$ cat src/rtl/apb_pkg.sv
// rtl/apb_pkg.sv - shared widths, timeout default and FSM encodings for apb_req_arbiter
package apb_pkg;

  localparam int DEF_DATAWIDTH = 32;
  localparam int DEF_ADDRWIDTH = 8;
  localparam int DEF_TIMEOUT   = 16;

  typedef enum logic [1:0] {
    ST_IDLE   = 2'b00,
    ST_SETUP  = 2'b01,
    ST_ACCESS = 2'b10
  } state_t;

endpackage

$ cat src/rtl/rr_arbiter.sv
// rtl/rr_arbiter.sv - combinational round-robin pick starting one past the pointer
module rr_arbiter
  import apb_pkg::*;
#(
  parameter int NREQ = 2,
  parameter int IDXW = $clog2(NREQ)
) (
  input  logic [NREQ-1:0] req,
  input  logic [IDXW-1:0] ptr,
  output logic [NREQ-1:0] grant,
  output logic [IDXW-1:0] idx
);

  function automatic logic [IDXW-1:0] wrap_add(input logic [IDXW-1:0] p, input int k);
    int s;
    s = int'(p) + k;
    if (s >= NREQ) s = s - NREQ;
    return IDXW'(s);
  endfunction

  // Walk from the farthest candidate to the nearest so the nearest set bit wins.
  always_comb begin
    grant = '0;
    idx   = '0;
    for (int k = NREQ; k >= 1; k--) begin
      if (req[wrap_add(ptr, k)]) begin
        grant = '0;
        grant[wrap_add(ptr, k)] = 1'b1;
        idx = wrap_add(ptr, k);
      end
    end
  end

endmodule

$ cat src/rtl/apb_req_arbiter.sv
// rtl/apb_req_arbiter.sv - round-robin APB master sharing one slave between NREQ requesters
module apb_req_arbiter
  import apb_pkg::*;
#(
  parameter int NREQ      = 2,
  parameter int DATAWIDTH = DEF_DATAWIDTH,
  parameter int ADDRWIDTH = DEF_ADDRWIDTH,
  parameter int TIMEOUT   = DEF_TIMEOUT
) (
  input  logic                      PCLK,
  input  logic                      PRESET,
  input  logic [NREQ-1:0]           req,
  input  logic [NREQ-1:0]           req_write,
  input  logic [NREQ*ADDRWIDTH-1:0] req_addr,
  input  logic [NREQ*DATAWIDTH-1:0] req_wdata,
  output logic [NREQ-1:0]           done,
  output logic [DATAWIDTH-1:0]      rdata,
  output logic                      err,
  output logic                      PSEL,
  output logic                      PENABLE,
  output logic                      PWRITE,
  output logic [ADDRWIDTH-1:0]      PADDR,
  output logic [DATAWIDTH-1:0]      PWDATA,
  input  logic [DATAWIDTH-1:0]      PRDATA,
  input  logic                      PREADY
);

  localparam int IDXW = $clog2(NREQ);
  localparam int CNTW = $clog2(TIMEOUT);
  localparam logic [CNTW-1:0] CNT_LAST = CNTW'(TIMEOUT - 1);

  state_t                 state, state_n;
  logic [IDXW-1:0]        ptr, ptr_n;
  logic [NREQ-1:0]        gsel, gsel_n;
  logic [CNTW-1:0]        cnt, cnt_n;
  logic                   psel_n, penable_n, pwrite_n, err_n;
  logic [ADDRWIDTH-1:0]   paddr_n;
  logic [DATAWIDTH-1:0]   pwdata_n, rdata_n;
  logic [NREQ-1:0]        done_n;
  logic [NREQ-1:0]        arb_grant;
  logic [IDXW-1:0]        arb_idx;

  rr_arbiter #(.NREQ(NREQ), .IDXW(IDXW)) u_rr (
    .req   (req),
    .ptr   (ptr),
    .grant (arb_grant),
    .idx   (arb_idx)
  );

  always_ff @(posedge PCLK) begin
    if (PRESET) begin
      state   <= ST_IDLE;
      ptr     <= IDXW'(NREQ - 1);
      gsel    <= '0;
      cnt     <= '0;
      PSEL    <= 1'b0;
      PENABLE <= 1'b0;
      PWRITE  <= 1'b0;
      PADDR   <= '0;
      PWDATA  <= '0;
      done    <= '0;
      rdata   <= '0;
      err     <= 1'b0;
    end else begin
      state   <= state_n;
      ptr     <= ptr_n;
      gsel    <= gsel_n;
      cnt     <= cnt_n;
      PSEL    <= psel_n;
      PENABLE <= penable_n;
      PWRITE  <= pwrite_n;
      PADDR   <= paddr_n;
      PWDATA  <= pwdata_n;
      done    <= done_n;
      rdata   <= rdata_n;
      err     <= err_n;
    end
  end

  always_comb begin
    state_n   = state;
    ptr_n     = ptr;
    gsel_n    = gsel;
    cnt_n     = cnt;
    psel_n    = PSEL;
    penable_n = PENABLE;
    pwrite_n  = PWRITE;
    paddr_n   = PADDR;
    pwdata_n  = PWDATA;
    rdata_n   = rdata;
    done_n    = '0;
    err_n     = 1'b0;
    case (state)
      ST_IDLE: begin
        psel_n    = 1'b0;
        penable_n = 1'b0;
        // The done cycle is spent in IDLE without arbitrating.
        if (done == '0 && |req) begin
          gsel_n   = arb_grant;
          ptr_n    = arb_idx;
          pwrite_n = req_write[arb_idx];
          paddr_n  = req_addr[arb_idx*ADDRWIDTH +: ADDRWIDTH];
          pwdata_n = req_wdata[arb_idx*DATAWIDTH +: DATAWIDTH];
          psel_n   = 1'b1;
          state_n  = ST_SETUP;
        end
      end
      ST_SETUP: begin
        cnt_n     = '0;
        penable_n = 1'b1;
        state_n   = ST_ACCESS;
      end
      ST_ACCESS: begin
        if (PREADY) begin
          done_n    = gsel;
          rdata_n   = PWRITE ? '0 : PRDATA;
          psel_n    = 1'b0;
          penable_n = 1'b0;
          state_n   = ST_IDLE;
        end else if (cnt == CNT_LAST) begin
          done_n    = gsel;
          err_n     = 1'b1;
          rdata_n   = '0;
          psel_n    = 1'b0;
          penable_n = 1'b0;
          state_n   = ST_IDLE;
        end else begin
          cnt_n = cnt + 1'b1;
        end
      end
      default: begin
        psel_n    = 1'b0;
        penable_n = 1'b0;
        state_n   = ST_IDLE;
      end
    endcase
  end

endmodule

$ cat config.mk
export PLATFORM = sky130hd
export DESIGN_NAME = apb_req_arbiter
export DESIGN_NICKNAME = d
export VERILOG_FILES = /design/src/rtl/apb_pkg.sv /design/src/rtl/rr_arbiter.sv /design/src/rtl/apb_req_arbiter.sv
export SDC_FILE = /design/constraint.sdc
export NUM_CORES = 1
export LEC_CHECK = 0
export CAP_MARGIN = 20
export CELL_PAD_IN_SITES_DETAIL_PLACEMENT = 0
export CELL_PAD_IN_SITES_GLOBAL_PLACEMENT = 1
export CORE_UTILIZATION = 26
export CTS_CLUSTER_SIZE = 8
export DETAILED_ROUTE_END_ITERATION = 10
export PLACE_DENSITY_LB_ADDON = 0.1
export REMOVE_ABC_BUFFERS = 1
export SYNTH_ARGS = -nofsm -noshare
export SYNTH_HDL_FRONTEND = slang
export SYNTH_SLANG_ARGS = --single-unit
$ cat constraint.sdc
create_clock -name PCLK -period 1.6 [get_ports PCLK]
set_clock_uncertainty 0.1 [all_clocks]
set_input_delay 0.32 -clock PCLK [delete_from_list [all_inputs] [get_ports PCLK]]
set_output_delay 0.32 -clock PCLK [all_outputs]
set_load 0.01 [all_outputs]
# Word level (Yosys, flattened, before mapping)
# Index checks and enable logic that the tools add are counted.
# totals
romBits	0
mem_count	0
latchBits	0
register_bits	87
in_bits	119
word_cells	88
ram_bits	0
# classes
eq_ne	7
multipliers	0
addsub	5
muxes	36
div	0
n_lt_le_gt_ge	9
n_shift	2
bitwise	2
reduce_logical	15
# op_table
operator	count
two-way mux 32 bit	3
indexed part select 64 x 7 -> 32 bit	1
two-way mux 1 bit	18
indexed part select 16 x 5 -> 8 bit	1
two-way mux 2 bit	7
< comparator 1 x 2 -> 1 bit (second input constant)	5
two-way mux 4 bit	2
one-hot mux 4 bit (2 select lines)	1
AND reduction 2 bit	4
!= test 2 bit (second input constant)	3
one-hot mux 2 bit (3 select lines)	1
adder 4 x 1 -> 4 bit (second input constant)	1
equality test 4 bit (second input constant)	1
zero test 2 bit	2
nonzero test 2 bit	2
OR reduction 2 bit	2
adder 1 x 2 -> 3 bit (second input constant)	1
greater-or-equal comparator 3 x 2 -> 1 bit (second input constant)	1
logical AND 1 bit	3
!= test 3 bit (second input constant)	1
one-hot mux 1 bit (3 select lines)	1
AND reduction 3 bit	1
OR reduction 3 bit	1
adder 1 x 1 -> 2 bit (second input constant)	1
other kinds (8)	12

# Longest topological paths before layout
# logic_depth
depth_word	12
depth_mapped	5

# Cells and area by module
# A second synthesis with hierarchy kept.
# hier_totals
cells_unflattened	338
area_unflattened_um2	3738.6
# by_module_without_submodules
module	area_each_um2	seq_area_each_um2	n_inst	cells_per_inst
apb_req_arbiter	3712.3	1741.7	1	334
rr_arbiter	26.3	0.0	1	4

# Least setup slack after synthesis
# OpenSTA, ideal clock, no wires.
# synth_timing
path_type	reg2reg
startpoint	reg cnt[0]
endpoint	reg rdata[10]
period_less_slack_ns	1.741
path_buffers	1
path_slack_ns	-0.141
path_stages_with_launch	6
t_arrival_ns	1.582
setup_ns	0.060
path_cell_list	dfxtp_1 -> ha_1 -> a31o_2 -> a31oi_1 -> clkbuf_1 -> a22o_1
# synth_via
elab_chain_cells	3
# synth_lines
element	line	text
start: declaration	apb_req_arbiter.sv:35	logic [CNTW-1:0] cnt, cnt_n;
start signal: assignment	apb_req_arbiter.sv:68	cnt <= cnt_n;
equality test 4 bit	apb_req_arbiter.sv:120	end else if (cnt == CNT_LAST) begin
nonzero test 2 bit (no line)	--	
AND reduction 2 bit (no line)	--	
end signal: assignment	apb_req_arbiter.sv:75	rdata <= rdata_n;
end: declaration	apb_req_arbiter.sv:17	output logic [DATAWIDTH-1:0] rdata,
# No other way between the ends.
# A chain may end at the register's enable or synchronous reset.

# Worst setup path after layout
# layout_timing
startpoint	reg state[0]
endpoint	reg PWDATA[31]
# layout_via
elab_chain_cells	2
# layout_lines
element	line	text
start: declaration	apb_req_arbiter.sv:32	state_t state, state_n;
start signal: assignment	apb_req_arbiter.sv:65	state <= state_n;
zero test 2 bit	apb_req_arbiter.sv:93	case (state)
AND reduction 2 bit (no line)	--	
end signal: assignment	apb_req_arbiter.sv:73	PWDATA <= pwdata_n;
end: declaration	apb_req_arbiter.sv:23	output logic [DATAWIDTH-1:0] PWDATA,
# No other way between the ends.

==> impl_metrics.csv <==
group,metric,value,unit
clock_network,ctsRootBufferMaster,"clkbuf_16",
yosys,synth_xor_area_share,0,%
clock_network,clockBufferDepth,2,
placed_design,io_buffer_count,196,
cells_and_area,multi_input_area,1872,µm²
cells_and_area,fillers,1363,
power,clock_power_share,35.5,%
power,total_power,6.322,mW
setup_path,path_cells,"buf_6, nor4_4, buf_6, buf_8, a21oi_1, a311oi_2",
min_path,hp-class,"in2reg",
global_route,grt_max_degree,33,
global_route,grt.total_usage,16.57,%
min_path,timing.hold.worst_path_depth,3,
clock_network,cts.sinks,87,
run_status,status,"finished, final reports clean",
route,met3RoutedLength,1234,µm
die,rows,43,
route,totalWireLength,13050,µm
sta,layout_min_cycle_time,1.582,ns
setup_path,rrSetupSlack,0.02,ns
sta,fin_ws,0.01782,ns
sta,report.final.slew_viol_count,0,
route,antenna_left,0,
placed_design,place_hpwl,8572,µm
yosys,avgSynthCellArea,9.967,µm²
route,drtIter0Drc,161,
sta,setup_tns,0,ns
yosys,ys_seq_area_share,46.11,%
route,via_per_inst,4.805,
die,die-area,15010,µm²
route,highest_layer,"met4",
setup_path,crit_top_cell,"buf_6",
route,wl_met1,5766,µm
clock_network,cts-buffers-inserted,9,
yosys,synth_edf_count,0,
setup_path,r2r_start,"state[0]$_SDFFE_PP0P_",
sta,max_freq,632.0,MHz
setup_path,startpoint,"state[0]$_SDFFE_PP0P_",
setup_path,end_kind,"flop",
die,start_util,26.90,%
power,p_int,4.503,mW
yosys,synthSimpleGateAreaFrac,13.95,%
yosys,synth_cells,379,
yosys,synth-seq-cells,87,
global_route,grt_pass1_vias,3644,
route,detailroute.via_count,3748,
die,core,14040,µm²
setup_path,r2r_cells,6,
sta,hold_viol,0,
route,drc,0,
route,met2WireLength,5860,µm
die,die_height,122.5,µm
placed_design,preCtsSetupSlack,-0.3189,ns
setup_path,cp.arrival,1.74,ns
cells_and_area,drive_gt1_share,21.37,%
setup_path,worstSetupPathType,"reg2reg",
sta,setup_viol,0,
die,die_w,122.5,µm
power,power_per_cell_area,955.0,nW/µm²
min_path,min-delay-start,"req[0]",
power,combinationalPowerShare,25.8,%
yosys,netlist_area,3777,µm²
sta,slew_headroom,65.74,%
yosys,async_flop_share,0,%
power,seqPwrFrac,38.6,%
power,p_leak,2.813,nW
clock_network,path_clk_slew,0.07,ns
cells_and_area,utilization,47.14,%
cells_and_area,syn_to_final_growth,75.26,%
clock_network,htreeDepth,3,
global_route,grt_overflow,0,
clock_network,cts_tree,"built",
min_path,hold_end,"gsel[0]$_SDFFE_PP0P_",
setup_path,crit_slowest_cell,"dfxtp_2",
route,routedWlPerCell,16.73,µm
yosys,synthFlopType,"dfxtp_1",
sta,post-route-period-util,98.89,%
sta,rsz0062_at_grt,"yes",
yosys,synth_compound_area_share,32.73,%
sta,worst_pin_slew,0.5121,ns
setup_path,r2r-end,"PWDATA[31]$_SDFFE_PP0P_",
job,max-cap-violations,0,
setup_path,crit_fanout,10,
setup_path,cp_slowest_stage_delay,0.33,ns
yosys,yosys_warnings,0,
clock_network,clock_latency,0.35,ns
yosys,ys_types,39,
yosys,yosys.area_share.adder,0.3312,%
yosys,synth_mux_area_share,0,%
global_route,grt_pass1_wl,18900,µm
setup_path,cp_data_required_time,1.76,ns
power,vdd_drop_max,580.0,µV
cells_and_area,regArea,1749,µm²
clock_network,cts_hold_buf,0,
setup_path,critical_path.startpoint_type,"flop",
yosys,synth_top_family_by_area,"compound AO/OA/AOI/OAI gates",
route,drtPass1Iterations,4,
placed_design,gp_congestion,0.7827,
die,boundaryPins,197,
power,p_sw,1.819,mW
cells_and_area,fin_nets,714,
power,swShare,28.78,%
global_route,grt_antenna_before_repair,0,
[critical path: cells and delay by family, from the launching register on]
family / cells / cell delay (ns)
compound gates: 2 / 0.33
flops: 1 / 0.33
buf+inv: 3 / 0.46
simple gates: 1 / 0.26
[synth_stat cells (all sizes together), types with 2 or more instances]
cell	number	area share, %
dfxtp	87	46
nand2	87	8.6
a21oi	47	6.4
a311oi	43	16
a22o	32	7.4
buf	19	4.9
clkbuf	18	1.8
nor2	6	1.0
nand3	5	0.66
nor4	5	1.4
a31oi	4	0.66
o21ai	4	0.53
and3	2	0.33
inv	2	0.20
nor2b	2	0.33
o32ai	2	0.46
or2	2	0.33
or4	2	0.50
[flip-flops by register name, summed over array words and instances (netlist names)]
signal,count
PSEL,1
PENABLE,1
done,2
ptr,1
PADDR,8
err,1
cnt,4
state,2
rdata,32
gsel,2
PWDATA,32
PWRITE,1
[cells in the final DEF (no fill, tap or decap), drive strengths merged, types with 2 or more instances in the layout]
cell and count:
o21ai 4, clkdlybuf4s50 114, inv 5, nand2 87, or2 2, and3 2, or4 2, clkbuf 15
nand3 5, nor2b 2, o32ai 2, buf 42, dfxtp 87, nor2 6, dlymetal6s2s 3, a21oi 47
a311oi 43, dlygate4sd2 77, nor4 5, a22o 32, a31oi 4
[power by group through the flow]
stage	clock [mW]	combinational, mW	sequential (mW)
3_3_place_gp	0	1.59	2.49
6_report	2.25	1.63	2.44
3_5_place_dp	0	1.60	2.49
5_1_grt	2.38	1.76	2.46
2_1_floorplan	0	0.565	2.56
4_1_cts	2.31	1.52	2.44
[how the worst max path moves through the flow]
| stage | cells past startpoint | end |
|---|---|---|
| floorplan | 4 | rdata[0]$_SDFFE_PP0P_ |
| global placement | 6 | PWDATA[6]$_SDFFE_PP0P_ |
| detailed placement | 6 | PWDATA[31]$_SDFFE_PP0P_ |
| CTS | 6 | PADDR[2]$_SDFFE_PP0P_ |
| global route | 6 | PWDATA[0]$_SDFFE_PP0P_ |
| finish | 6 | PWDATA[31]$_SDFFE_PP0P_ |
[cell type report]
type / instances / area share [%]
Multi-Input combinational cell: 253 / 28.27
Inverter: 2 / 0.1134
Antenna cell: 1 / 0.03780
Tap cell: 180 / 3.402
Sequential cell: 87 / 26.42
Timing Repair Buffer: 241 / 37.01
Clock buffer: 10 / 3.610
Clock inverter: 6 / 1.134
[routing by layer]
| metal | track usage (%) | vias up |
|---|---|---|
| met2 | 25.77 | 147 |
| met5 | 0 | - |
| met4 | 6.631 | 0 |
| li1 | - | 1850 |
| met3 | 6.087 | 13 |
| met1 | 20.62 | 1738 |
[logic make-up after synthesis]
kind of cell    after synthesis
compound gates              137
fa+ha+maj                     1
buf+inv                      39
flops                        87
simple gates                115
[what timing repair did]
item | CTS | global route
resized for setup | 81 | 37
gates cloned | 1 | 6
pin swaps | 2 | 5
setup buffers | 1 | 2
endpoints found under the setup margin | 118 | 71
[per-stage QoR]
step / std cells / area, µm² / hold WS, ns
CTS: 771 / 6339 / 0.3670
floorplan: 342 / 3525 / 0.2879
detailed placement: 753 / 6096 / 0.3624
finish: 780 / 6620 / 0.2229
global route: 779 / 6618 / 0.2621
global placement: 753 / 6096 / 0.3599
No activity file was read; power rests on OpenSTA's default activity.
